==> src/rtl/ps2_rx.sv <==
// PS/2 device-to-host receiver: input sync, clock deglitch, 11-bit frame deframing.
// Define PS2_RX_PARITY_ERR_EN to check odd parity and expose the o_err strobe.
module ps2_rx #(
  parameter int SYNC_STAGES    = 2,
  parameter int FILTER_LEN     = 8,
  parameter int TIMEOUT_CYCLES = 100000
) (
  input  logic       clk,
  input  logic       i_sclr_n,
  input  logic       i_ps2_clk,
  input  logic       i_ps2_data,
  output logic [7:0] o_byte,
  output logic       o_byte_en
`ifdef PS2_RX_PARITY_ERR_EN
  ,
  output logic       o_err
`endif
);

  localparam int FW = $clog2(FILTER_LEN + 1);
  localparam int TW = $clog2(TIMEOUT_CYCLES);
  localparam logic [FW-1:0] FLT_LAST = FW'(FILTER_LEN - 1);
  localparam logic [TW-1:0] TO_LAST  = TW'(TIMEOUT_CYCLES - 1);

  typedef enum logic [1:0] {IDLE, DATA, PARITY, STOP} state_t;

  logic [SYNC_STAGES-1:0] clk_sync;
  logic [SYNC_STAGES-1:0] data_sync;
  logic                   clk_s;
  logic                   data_s;
  logic [FW-1:0]          flt_cnt;
  logic                   filt_clk;
  logic                   fall;

  state_t     state, state_nxt;
  logic [2:0] bit_cnt, bit_nxt;
  logic [7:0] shift_q, shift_nxt;
  logic [TW-1:0] to_cnt, to_nxt;
  logic       timeout;
  logic       frame_ok;
  logic       load;

  assign clk_s  = clk_sync[SYNC_STAGES-1];
  assign data_s = data_sync[SYNC_STAGES-1];

  // Filtered clock flips only after FILTER_LEN consecutive disagreeing samples.
  always_ff @(posedge clk) begin
    if (!i_sclr_n) begin
      clk_sync  <= '1;
      data_sync <= '1;
      flt_cnt   <= '0;
      filt_clk  <= 1'b1;
      fall      <= 1'b0;
    end else begin
      clk_sync  <= {clk_sync[SYNC_STAGES-2:0], i_ps2_clk};
      data_sync <= {data_sync[SYNC_STAGES-2:0], i_ps2_data};
      fall      <= 1'b0;
      if (clk_s == filt_clk) begin
        flt_cnt <= '0;
      end else if (flt_cnt == FLT_LAST) begin
        filt_clk <= clk_s;
        flt_cnt  <= '0;
        fall     <= filt_clk;
      end else begin
        flt_cnt <= flt_cnt + 1'b1;
      end
    end
  end

`ifdef PS2_RX_PARITY_ERR_EN
  logic parity_q, parity_nxt;
  logic reject;
  assign frame_ok = data_s && (^{parity_q, shift_q});
`else
  assign frame_ok = data_s;
`endif

  assign timeout = (state != IDLE) && (to_cnt == TO_LAST);

  always_comb begin
    state_nxt = state;
    bit_nxt   = bit_cnt;
    shift_nxt = shift_q;
    to_nxt    = '0;
    load      = 1'b0;
`ifdef PS2_RX_PARITY_ERR_EN
    parity_nxt = parity_q;
    reject     = 1'b0;
`endif
    if (timeout) begin
      state_nxt = IDLE;
    end else begin
      if (state != IDLE && !fall) to_nxt = to_cnt + 1'b1;
      if (fall) begin
        case (state)
          IDLE: begin
            if (!data_s) begin
              state_nxt = DATA;
              bit_nxt   = '0;
            end
          end
          DATA: begin
            shift_nxt = {data_s, shift_q[7:1]};
            bit_nxt   = bit_cnt + 1'b1;
            if (bit_cnt == 3'd7) state_nxt = PARITY;
          end
          PARITY: begin
`ifdef PS2_RX_PARITY_ERR_EN
            parity_nxt = data_s;
`endif
            state_nxt = STOP;
          end
          STOP: begin
            state_nxt = IDLE;
            load      = frame_ok;
`ifdef PS2_RX_PARITY_ERR_EN
            reject    = !frame_ok;
`endif
          end
          default: state_nxt = IDLE;
        endcase
      end
    end
  end

  // Frame state and registered output strobes.
  always_ff @(posedge clk) begin
    if (!i_sclr_n) begin
      state     <= IDLE;
      bit_cnt   <= '0;
      shift_q   <= '0;
      to_cnt    <= '0;
      o_byte    <= 8'h00;
      o_byte_en <= 1'b0;
`ifdef PS2_RX_PARITY_ERR_EN
      parity_q  <= 1'b0;
      o_err     <= 1'b0;
`endif
    end else begin
      state     <= state_nxt;
      bit_cnt   <= bit_nxt;
      shift_q   <= shift_nxt;
      to_cnt    <= to_nxt;
      o_byte_en <= load;
      if (load) o_byte <= shift_q;
`ifdef PS2_RX_PARITY_ERR_EN
      parity_q  <= parity_nxt;
      o_err     <= reject;
`endif
    end
  end

endmodule

==> config.mk <==
export PLATFORM = sky130hd
export DESIGN_NAME = ps2_rx
export DESIGN_NICKNAME = d
export VERILOG_FILES = /design/src/rtl/ps2_rx.sv
export SDC_FILE = /design/constraint.sdc
export NUM_CORES = 1
export LEC_CHECK = 0
export ABC_CLOCK_PERIOD_IN_PS = 2200
export BUFFER_PORTS_ARGS = -buffer_cell sky130_fd_sc_hd__buf_2
export CAP_MARGIN = 10
export CORE_MARGIN = 4
export CORE_UTILIZATION = 58
export DETAILED_ROUTE_END_ITERATION = 12
export PLACE_DENSITY = 0.82
export SETUP_SLACK_MARGIN = 0.15
export SYNTH_ARGS = -nofsm -noshare
export SYNTH_HDL_FRONTEND = slang
export SYNTH_SLANG_ARGS = --single-unit
==> constraint.sdc <==
create_clock -name clk -period 2.2 [get_ports clk]
set_clock_uncertainty 0.1 [all_clocks]
set_input_delay 0.44 -clock clk [delete_from_list [all_inputs] [get_ports clk]]
set_output_delay 0.44 -clock clk [all_outputs]
set_load 0.05 [all_outputs]
==> results.json, run 1 <==
{
  "antenna_found_initial": 0,
  "syn-num-nets": 227,
  "cts_root_buf": "sky130_fd_sc_hd__clkbuf_4",
  "wire_per_inst_um": 10.6,
  "gpl.final_weighted_congestion": 0.709,
  "grtUsageTotal_pct": 15.5,
  "tightestPinTransition_ps": 407,
  "reg2reg_to": "to_cnt[7]$_SDFF_PP0_",
  "worst_r2r_path_depth": 7,
  "area_share_of_the_largest_cell_type_after_synthesis_pct": 49.0,
  "grt_remaining_overflow": 0,
  "clk_pin_slew_ps": 130,
  "synth_commonest_cells": "sky130_fd_sc_hd__dfxtp_1, sky130_fd_sc_hd__nor2_1, sky130_fd_sc_hd__nand2_1, sky130_fd_sc_hd__nand3_1",
  "yosysUniqueCellTypes": 33,
  "post_synth_main_area_contributors": "sky130_fd_sc_hd__dfxtp_1, sky130_fd_sc_hd__nor2_1, sky130_fd_sc_hd__nand2_1",
  "final_net_count": 243,
  "worst_ep_arrival_time_ps": 2050,
  "die_height_um": 66.7,
  "powerDensity_nw_per_um2": 656,
  "setup.worst_path.end_class": "register",
  "hold_violations": 0,
  "clock_insertion_delay_at_the_later_pin_of_the_skew_report_ps": 360,
  "start_util_pct": 60.0,
  "placement.io_buffers": 12,
  "first_global_vias": 1255,
  "asyncSetResetFlopFracSynth_pct": 0,
  "p_leak_nw": 0.822,
  "drive_gt1_share_pct": 14.7,
  "drt_pre_antenna_iters": 4,
  "min-delay-path-class": "input pin to register",
  "min_from": "i_ps2_clk",
  "post-dp-hpwl_mm": 2.16,
  "run_status": "finished, final reports clean",
  "yosysMostFrequentCell": "sky130_fd_sc_hd__dfxtp_1",
  "critical_path.startpoint": "to_cnt[0]$_SDFF_PP0_",
  "die_span_in_x_um": 66.7,
  "ant_nets": 0,
  "post_route_wl_mm": 2.96,
  "whs_ps": 158,
  "core_region_area_um2": 3340,
  "cts_inserted_buffers": 5,
  "max_slew_violations": 0,
  "drc": 0,
  "antenna_cells": 0,
  "rows": 21,
  "timing.final.crit_period_ps": 1850,
  "grt_max_degree": 35,
  "fmax_ghz": 0.540,
  "setup_violations": 0,
  "area.growth.synth_to_final_pct": 10.9,
  "crit_fanout": 17,
  "post-synth-top-area-cell": "sky130_fd_sc_hd__dfxtp_1",
  "final.setup.tns_ps": 0,
  "detail_route.iter0.violations": 53,
  "ys_ff_latch": 49,
  "number_of_synthesized_flops_with_an_enable_pin": 0,
  "cp.required_ps": 2400,
  "worst_ir_drop_vdd_uv": 495,
  "criticalPathCategory": "register to register",
  "holdPathEnd": "clk_sync[0]$_SDFF_PN1_",
  "r2r_setup_slack_ps": 350,
  "max-slew-margin-rel_pct": 72.6,
  "clock_tree_from_tritoncts": "done",
  "postSynthCellCount": 215,
  "level_count_of_the_clock_h_tree": 2,
  "yosys_warnings": 0,
  "ys_dominant_reg_cell": "sky130_fd_sc_hd__dfxtp_1",
  "synth.cell_area_um2": 2000,
  "grt_pass1_wl_mm": 5.23,
  "clock_tree_buffer_depth": 2,
  "pin_count": 13,
  "worst_setup_path_start_kind": "register",
  "postSynthAreaPerCell_um2": 9.31,
  "setup_repair_after_global_routing_missed_its_margin": "no",
  "finalCritPeriodShare_pct": 84.2,
  "via_per_inst": 4.98,
  "share_of_synthesized_area_occupied_by_flip_flops_and_latches_pct": 49.0,
  "worstReg2RegStart": "to_cnt[0]$_SDFF_PP0_",
  "drv_cap": 0,
  "whs_path_depth": 2,
  "dieArea_um2": 4450,
  "numClockSinks": 49,
  "num_vias": 1385
}
## sequential cells by signal, summed over array words and instances, names as in the netlist, 2 cells and up
signal and cells:
bit_cnt 3, shift_q 8, flt_cnt 4, data_sync 2
o_byte 8, state 2, to_cnt 17, clk_sync 2
## layer usage
metal	track usage, %	vias to the layer above	routed length, µm
met5	0	-	0
met3	5.06	6	112
li1	-	755	-
met4	7.61	0	68
met1	19.1	609	1420
met2	24.1	15	1360
## final cells by class
cell class,instances,area [µm²]
inverters,7,26.3
clock buffers,6,51.3
clock inverters,2,37.5
well taps,46,57.6
fillers,281,1120
flip-flops and latches,49,983
multi-input cells,152,956
repair buffers,16,106
## worst max-delay path: stages, from the launching register on
cell and delay, ps:
sky130_fd_sc_hd__dfxtp_1 350, sky130_fd_sc_hd__ha_1 240, sky130_fd_sc_hd__and4_1 250, sky130_fd_sc_hd__nand2_1 140, sky130_fd_sc_hd__o21ai_2 90, sky130_fd_sc_hd__or3_1 350, sky130_fd_sc_hd__buf_12 170, sky130_fd_sc_hd__nor2_1 100
## cells in the final DEF (no fill, tap or decap), types with 2 or more instances in the layout
cell / count
sky130_fd_sc_hd__inv_1: 7
sky130_fd_sc_hd__xnor2_1: 8
sky130_fd_sc_hd__mux2i_1: 10
sky130_fd_sc_hd__nor3_1: 3
sky130_fd_sc_hd__and2_1: 2
sky130_fd_sc_hd__xor2_1: 10
sky130_fd_sc_hd__dfxtp_2: 2
sky130_fd_sc_hd__nor2_1: 28
sky130_fd_sc_hd__nor2b_1: 2
sky130_fd_sc_hd__buf_2: 12
sky130_fd_sc_hd__clkbuf_4: 5
sky130_fd_sc_hd__a22o_1: 2
sky130_fd_sc_hd__nand2b_1: 5
sky130_fd_sc_hd__o21ai_0: 9
sky130_fd_sc_hd__nand2_1: 27
sky130_fd_sc_hd__nand3_1: 16
sky130_fd_sc_hd__buf_4: 2
sky130_fd_sc_hd__nand4_1: 6
sky130_fd_sc_hd__and3_1: 2
sky130_fd_sc_hd__dfxtp_1: 47
sky130_fd_sc_hd__ha_1: 7
## power breakdown
part / total [mW] / leakage, nW / switching (mW) / internal [mW]
clock: 0.539 / 0.0445 / 0.269 / 0.270
combinational: 0.0226 / 0.381 / 0.0142 / 0.00836
sequential: 0.893 / 0.397 / 0.00216 / 0.891
total: 1.45 / 0.822 / 0.285 / 1.17
## metrics by stage
step | total power, mW | worst slack, ps | cell area [µm²] | instances | utilization [%]
after floorplan | 0.929 | 294 | 2000 | 215 | -
after global placement | 0.934 | 284 | 2110 | 269 | 63.1
after detailed placement | 0.935 | 187 | 2110 | 269 | 63.1
after CTS | 1.48 | 185 | 2200 | 277 | 65.8
after global routing | 1.52 | 191 | 2220 | 278 | 66.5
final | 1.45 | 348 | 2220 | 278 | 66.5
## kinds of logic (layout without fill, tap and decap cells)
kind of cell	count (synthesis)	count (layout)	share of synthesized area, %
and+or+nand+nor	100	100	24.1
DFF	49	49	49.0
xor gates and xnor gates	18	18	7.88
AOI/OAI and AO/OA	15	15	4.82
buffers and inverters	14	31	3.63
muxes	11	11	5.57
adders and majority gates	8	8	5.00
## how the worst max path moves through the flow
stage                             to  depth (start not counted)
2_1_floorplan  to_cnt[14]$_SDFF_PP0_                          9
3_3_place_gp    to_cnt[6]$_SDFF_PP0_                          8
3_5_place_dp   to_cnt[12]$_SDFF_PP0_                          8
4_1_cts         to_cnt[7]$_SDFF_PP0_                          8
5_1_grt         to_cnt[9]$_SDFF_PP0_                          8
6_report        to_cnt[7]$_SDFF_PP0_                          7
## timing repair
action | CTS | global route
hold buffers | 0 | 0
buffers inserted | 0 | 1
endpoints found under the setup margin | 0 | 37
gates resized for setup | 0 | 6
Power figures use the tool's default switching activity.
==> inputs of run 2 (changes only) <==
--- a/config.mk
+++ b/config.mk
@@ -5,13 +5,14 @@
 export SDC_FILE = /design/constraint.sdc
 export NUM_CORES = 1
 export LEC_CHECK = 0
-export ABC_CLOCK_PERIOD_IN_PS = 2200
+export ABC_AREA = 1
+export ABC_CLOCK_PERIOD_IN_PS = 1900
 export BUFFER_PORTS_ARGS = -buffer_cell sky130_fd_sc_hd__buf_2
 export CAP_MARGIN = 10
 export CORE_MARGIN = 4
-export CORE_UTILIZATION = 58
+export CORE_UTILIZATION = 59
 export DETAILED_ROUTE_END_ITERATION = 12
-export PLACE_DENSITY = 0.82
+export PLACE_DENSITY = 0.83
 export SETUP_SLACK_MARGIN = 0.15
 export SYNTH_ARGS = -nofsm -noshare
 export SYNTH_HDL_FRONTEND = slang
==> constraint.sdc (replaced) <==
create_clock -name clk -period 1.9 [get_ports clk]
set_clock_uncertainty 0.1 [all_clocks]
set_input_delay 0.38 -clock clk [delete_from_list [all_inputs] [get_ports clk]]
set_output_delay 0.38 -clock clk [all_outputs]
set_load 0.05 [all_outputs]
==> results.json, run 2 <==
{
  "run_status": "finished, final reports clean",
  "drc": 0,
  "share_of_synthesized_area_occupied_by_flip_flops_and_latches_pct": 45.2,
  "post_route_wl_mm": 4.31,
  "reg2reg_to": "o_byte[7]$_SDFFE_PN0P_",
  "rows": 21,
  "yosysUniqueCellTypes": 32,
  "cp_slowest_cell": "sky130_fd_sc_hd__dfxtp_2",
  "powerDensity_nw_per_um2": 686,
  "number_of_non_filler_instances_in_the_completed_layout": 334,
  "dieArea_um2": 4710,
  "grt_max_degree": 21,
  "max-slew-margin-rel_pct": 73.3,
  "whs_path_depth": 2,
  "gpl.final_weighted_congestion": 0.922,
  "core_region_area_um2": 3440,
  "worstReg2RegStart": "state[0]$_SDFFE_PP0P_",
  "number_of_synthesized_flops_with_an_enable_pin": 0,
  "worst_setup_path_start_kind": "register",
  "global_route.usage.met1_pct": 22.8,
  "placement.io_buffers": 12,
  "antenna_found_initial": 0,
  "yosys_warnings": 0,
  "p_int_mw": 1.30,
  "r2r_setup_slack_ps": 230,
  "tightestPinTransition_ps": 398,
  "fmax_ghz": 0.600,
  "wire_per_inst_um": 12.9,
  "first_global_vias": 1602,
  "drt_pre_antenna_iters": 4,
  "syn-num-nets": 278,
  "holdPathEnd": "data_sync[0]$_SDFF_PN1_",
  "hold_violations": 0,
  "clock_tree_from_tritoncts": "done",
  "via_per_inst": 5.43,
  "fraction_of_power_spent_switching_nets_pct": 22.0,
  "grtUsageTotal_pct": 19.3,
  "worst_ir_drop_vdd_uv": 677,
  "postSynthAreaPerCell_um2": 8.16,
  "criticalPathCategory": "register to register",
  "ys_dominant_reg_cell": "sky130_fd_sc_hd__dfxtp_1",
  "level_count_of_the_clock_h_tree": 2,
  "crit_cells": 9,
  "power.net_switching_uw": 367,
  "grtUsageMet2_pct": 32.2,
  "critPathMaxStageDelay_ps": 360,
  "asyncSetResetFlopFracSynth_pct": 0,
  "crit_family": "simple AND/OR/NAND/NOR gates",
  "share_of_total_power_in_sequential_cells_pct": 62.0,
  "largest_register_ffs": 17,
  "cts_root_buf": "sky130_fd_sc_hd__clkbuf_8",
  "min_from": "i_ps2_data",
  "dpl.cell_count": 319,
  "worst_ep_arrival_time_ps": 1770,
  "setup_repair_after_global_routing_missed_its_margin": "no",
  "area.growth.synth_to_final_pct": 11.9,
  "register_name_with_the_most_flops": "to_cnt",
  "post-dp-hpwl_mm": 2.66,
  "postSynthCellCount": 266,
  "drv_cap": 0,
  "number_of_buffers_and_inverters_on_the_critical_path": 3,
  "layout_common_cells": "sky130_fd_sc_hd__dfxtp_1, sky130_fd_sc_hd__nand2_1, sky130_fd_sc_hd__nor2_1",
  "most_frequent_standard_cell_in_the_layout_excluding_fill_and_tap_cells": "sky130_fd_sc_hd__dfxtp_1",
  "num_vias": 1815,
  "worst_r2r_path_depth": 9,
  "cp_cell_instances": "inv_1 > ha_2 > inv_2 > nand3_2 > nor2_4 > nand2_4 > buf_4 > nand4_1 > a21oi_2",
  "grt_most_used_layer": "met2",
  "setup_violations": 0,
  "timing.final.crit_period_ps": 1670,
  "p_leak_nw": 0.850,
  "setup.worst_path.end_class": "register",
  "clk_pin_slew_ps": 90,
  "ys_ff_latch": 49,
  "final.setup.tns_ps": 0,
  "cp.required_ps": 2010,
  "post_synth_main_area_contributors": "sky130_fd_sc_hd__dfxtp_1, sky130_fd_sc_hd__nand2_1, sky130_fd_sc_hd__nand4_1",
  "synth.cell_area_um2": 2170,
  "yosysMostFrequentCell": "sky130_fd_sc_hd__dfxtp_1",
  "post-synth-top-area-cell": "sky130_fd_sc_hd__dfxtp_1",
  "start_util_pct": 63.1,
  "detail_route.iter0.violations": 201,
  "max_slew_violations": 0,
  "grt_pass1_wl_mm": 6.73,
  "die_height_um": 68.7,
  "antenna_cells": 0,
  "cts_inserted_buffers": 5,
  "die_span_in_x_um": 68.7,
  "pin_count": 13,
  "grt_remaining_overflow": 0,
  "layout_top_registers": "to_cnt (17), o_byte (8), shift_q (8)",
  "crit_fanout": 7,
  "ant_nets": 0,
  "p_clk_share_pct": 36.8,
  "drive_gt1_share_pct": 20.5,
  "synth_commonest_cells": "sky130_fd_sc_hd__dfxtp_1, sky130_fd_sc_hd__nand2_1, sky130_fd_sc_hd__nor2_1, sky130_fd_sc_hd__a21oi_1, sky130_fd_sc_hd__inv_1",
  "clock_insertion_delay_at_the_later_pin_of_the_skew_report_ps": 310,
  "numClockSinks": 49,
  "fill_cells": 274,
  "clock_tree_buffer_depth": 2,
  "min-delay-path-class": "input pin to register",
  "finalCritPeriodShare_pct": 87.8,
  "grtUsageMet3_pct": 5.67,
  "area_share_of_the_largest_cell_type_after_synthesis_pct": 45.2,
  "share_of_total_power_in_combinational_logic_pct": 1.3,
  "final_net_count": 299
}
-- run 2: changes by cell type in the layout (fill, tap and decap cells not counted), sizes merged, moves of 6 or more --
cell	previous run	this run
xnor2	8	2
a21oi	0	26
o21ai	11	2
nand2	27	49
mux2i	10	0
nand4	6	24
inv	7	27
nor2	29	36
-- run 2: worst register-to-register path: stages (launching register included) --
cell                      delay [ps]
sky130_fd_sc_hd__dfxtp_2         360
sky130_fd_sc_hd__inv_1            70
sky130_fd_sc_hd__ha_2            210
sky130_fd_sc_hd__inv_2            90
sky130_fd_sc_hd__nand3_2         100
sky130_fd_sc_hd__nor2_4          170
sky130_fd_sc_hd__nand2_4         140
sky130_fd_sc_hd__buf_4           170
sky130_fd_sc_hd__nand4_1         100
sky130_fd_sc_hd__a21oi_2          70
-- run 2: per-layer routing --
layer  share of wire, %  vias to the layer above
met5                  0                        -
met3                6.6                        9
met4                1.7                        0
li1                   -                      930
met1                 44                      816
met2                 48                       60
-- run 2: cell families after synthesis --
group,Yosys count,synth area share [%]
compound gates,30,7.32
xor+xnor,10,4.03
fa+ha+maj,8,4.61
buf+inv,36,7.78
flops,49,45.2
simple gates,133,31.1
-- run 2: how the worst max path moves through the flow --
stage | from | to | slack (ps)
final | state[0]$_SDFFE_PP0P_ | o_byte[7]$_SDFFE_PN0P_ | 230
after global routing | to_cnt[0]$_SDFF_PP0_ | to_cnt[10]$_SDFF_PP0_ | 130
after CTS | state[0]$_SDFFE_PP0P_ | o_byte[7]$_SDFFE_PN0P_ | 160
after detailed placement | state[0]$_SDFFE_PP0P_ | o_byte[7]$_SDFFE_PN0P_ | 30
after global placement | state[0]$_SDFFE_PP0P_ | to_cnt[14]$_SDFF_PP0_ | 120
after floorplan | state[0]$_SDFFE_PP0P_ | bit_cnt[0]$_SDFFE_PN0P_ | 250
-- run 2: cell type report --
cell class | instances | area (µm²) | share of cell area (%)
multi-input cells | 184 | 1080 | 44.5
flip-flops and latches | 49 | 983 | 40.5
repair buffers | 20 | 120 | 4.94
inverters | 27 | 101 | 4.17
clock buffers | 6 | 72.6 | 2.99
well taps | 46 | 57.6 | 2.37
clock inverters | 2 | 13.8 | 0.566
-- run 2: power groups by stage --
stage               sequential, mW  clock, mW  combinational [mW]
global placement              1.06          0              0.0196
floorplan                     1.06          0              0.0117
global route                  1.03      0.668              0.0243
finish                        1.03      0.613              0.0211
detailed placement            1.06          0              0.0195
CTS                           1.03      0.629              0.0197
-- run 2: repair_timing --
action | 4_1_cts | 5_1_grt
pin swaps | 2 | 4
setup endpoints to repair | 36 | 39
endpoints found under the hold margin | 0 | 0
resized for setup | 4 | 8
hold buffers | 0 | 0
gates cloned | 2 | 1
buffers inserted | 0 | 4
-- run 2: through the flow --
step	util, %	instance area (µm²)	total power [mW]	worst slack, ps	hold slack [ps]
floorplan	-	2170	1.07	254	293
global placement	65.4	2250	1.08	117	296
detailed placement	65.4	2250	1.08	34.8	301
CTS	68.6	2360	1.68	157	140
global route	70.6	2430	1.73	135	151
finish	70.6	2430	1.67	233	149
==> inputs of run 3 (changes only) <==
==> config.mk (replaced) <==
export PLATFORM = sky130hd
export DESIGN_NAME = ps2_rx
export DESIGN_NICKNAME = d
export VERILOG_FILES = /design/src/rtl/ps2_rx.sv
export SDC_FILE = /design/constraint.sdc
export NUM_CORES = 1
export LEC_CHECK = 0
export ABC_CLOCK_PERIOD_IN_PS = 1900
export BUFFER_PORTS_ARGS = -buffer_cell sky130_fd_sc_hd__buf_4
export CAP_MARGIN = 10
export CORE_MARGIN = 4
export CORE_UTILIZATION = 58
export DETAILED_ROUTE_END_ITERATION = 12
export PLACE_DENSITY = 0.82
export SETUP_SLACK_MARGIN = 0.15
export SYNTH_ARGS = -nofsm -noshare
export SYNTH_HDL_FRONTEND = slang
export SYNTH_SLANG_ARGS = --single-unit
==> results.json, run 3 (synthesis gave the netlist of run 1 again) <==
{
  "start_util_pct": 60.0,
  "worst_setup_path_start_kind": "register",
  "final_core_utilization_pct": 71.4,
  "final.setup.tns_ps": 0,
  "p_total_mw": 1.53,
  "num_vias": 1467,
  "gpl.final_weighted_congestion": 0.801,
  "drv_cap": 0,
  "clock_tree_from_tritoncts": "done",
  "area.growth.synth_to_final_pct": 19.0,
  "cts_inserted_buffers": 5,
  "antenna_found_initial": 0,
  "core_region_area_um2": 3340,
  "fmax_ghz": 0.566,
  "first_global_vias": 1290,
  "drt_pre_antenna_iters": 4,
  "setup_repair_after_global_routing_missed_its_margin": "yes",
  "holdBufCountCts": 0,
  "finalCritPeriodShare_pct": 93.0,
  "pin_count": 13,
  "die_span_in_x_um": 66.7,
  "whs_ps": 91.8,
  "drc": 0,
  "max_slew_violations": 0,
  "worst_ep_arrival_time_ps": 1940,
  "dieArea_um2": 4450,
  "post_route_wl_mm": 3.55,
  "post-dp-hpwl_mm": 2.29,
  "run_status": "finished, final reports clean",
  "cts_root_buf": "sky130_fd_sc_hd__clkbuf_4",
  "max-slew-margin-rel_pct": 77.6,
  "layout.cell_area.non_filler_um2": 2380,
  "detail_route.iter0.violations": 97,
  "register_name_with_the_most_flops": "to_cnt",
  "timing.final.crit_period_ps": 1770,
  "ant_nets": 0,
  "worst_ir_drop_vdd_uv": 453,
  "hold_violations": 0,
  "numClockSinks": 49,
  "layout_top_registers": "to_cnt (17), o_byte (8), shift_q (8)",
  "placement.io_buffers": 12,
  "clock_tree_buffer_depth": 2,
  "grt_max_degree": 35,
  "powerDensity_nw_per_um2": 643,
  "setup_violations": 0,
  "criticalPathCategory": "register to register",
  "wire_per_inst_um": 12.4,
  "tightestPinTransition_ps": 335,
  "die_height_um": 66.7,
  "cp.required_ps": 2070,
  "grt_remaining_overflow": 0,
  "min-delay-path-class": "input pin to register",
  "drive_gt1_share_pct": 24.5,
  "via_per_inst": 5.11,
  "clock_insertion_delay_at_the_later_pin_of_the_skew_report_ps": 360,
  "most_frequent_standard_cell_in_the_layout_excluding_fill_and_tap_cells": "sky130_fd_sc_hd__dfxtp_1",
  "crit_fanout": 8,
  "antenna_cells": 0,
  "p_leak_nw": 0.886,
  "grtUsageTotal_pct": 16.9,
  "largest_register_ffs": 17,
  "grt_pass1_wl_mm": 5.69,
  "rows": 21,
  "layout_common_cells": "sky130_fd_sc_hd__dfxtp_1, sky130_fd_sc_hd__nand2_1, sky130_fd_sc_hd__nor2_1",
  "final_net_count": 252,
  "clk_pin_slew_ps": 130,
  "setup.worst_path.end_class": "register",
  "level_count_of_the_clock_h_tree": 2,
  "place_area_um2": 2180
}
-- run 3: power by group --
group / total [mW] / switching (mW) / internal (mW)
sequential: 1.03 / 0.00270 / 1.03
clock: 0.465 / 0.320 / 0.145
combinational: 0.0311 / 0.0183 / 0.0128
total: 1.53 / 0.341 / 1.19
-- run 3: worst paths after layout --
check | endpoint | start | cells past startpoint | slack (ps)
max reg2reg | to_cnt[11]$_SDFF_PP0_ | state[0]$_SDFFE_PP0P_ | 8 | 130
min | clk_sync[0]$_SDFF_PN1_ | i_ps2_clk | 2 | 90
min reg2reg | clk_sync[1]$_SDFF_PN1_ | clk_sync[0]$_SDFF_PN1_ | 1 | 330
max | to_cnt[11]$_SDFF_PP0_ | state[0]$_SDFFE_PP0P_ | 8 | 130
-- run 3: through the flow --
stage	worst slack [ps]	cells
floorplan	155	215
global placement	156	270
detailed placement	25.9	270
CTS	153	281
global route	69.5	287
finish	132	287
-- run 3: critical path, stage by stage, from the launching register on --
cell	delay [ps]
sky130_fd_sc_hd__dfxtp_2	360
sky130_fd_sc_hd__inv_2	50
sky130_fd_sc_hd__ha_4	150
sky130_fd_sc_hd__nor4_2	120
sky130_fd_sc_hd__nand4_1	230
sky130_fd_sc_hd__o21ai_2	270
sky130_fd_sc_hd__or3_4	200
sky130_fd_sc_hd__clkbuf_16	150
sky130_fd_sc_hd__nor2_1	40
-- run 3: layout make-up --
class | instances | area, µm²
timing repair buffer | 25 | 230
clock buffer | 6 | 41.3
fill | 254 | 956
sequential | 49 | 987
inverter | 7 | 26.3
multi-input combinational | 152 | 1020
clock inverter | 2 | 15.0
tap | 46 | 57.6
-- run 3: timing repair --
item	in CTS	in global routing
setup endpoints to repair	37	30
gates resized for setup	4	13
gates cloned	0	1
pin swaps	2	4
setup buffers	3	5
-- run 3: metal layers --
metal	share of wire, %	up-vias	global-route usage [%]
li1	-	769	-
met1	46	672	22.8
met2	49	21	25.9
met3	3.5	5	4.05
met4	1.5	0	6.85
met5	0	-	0
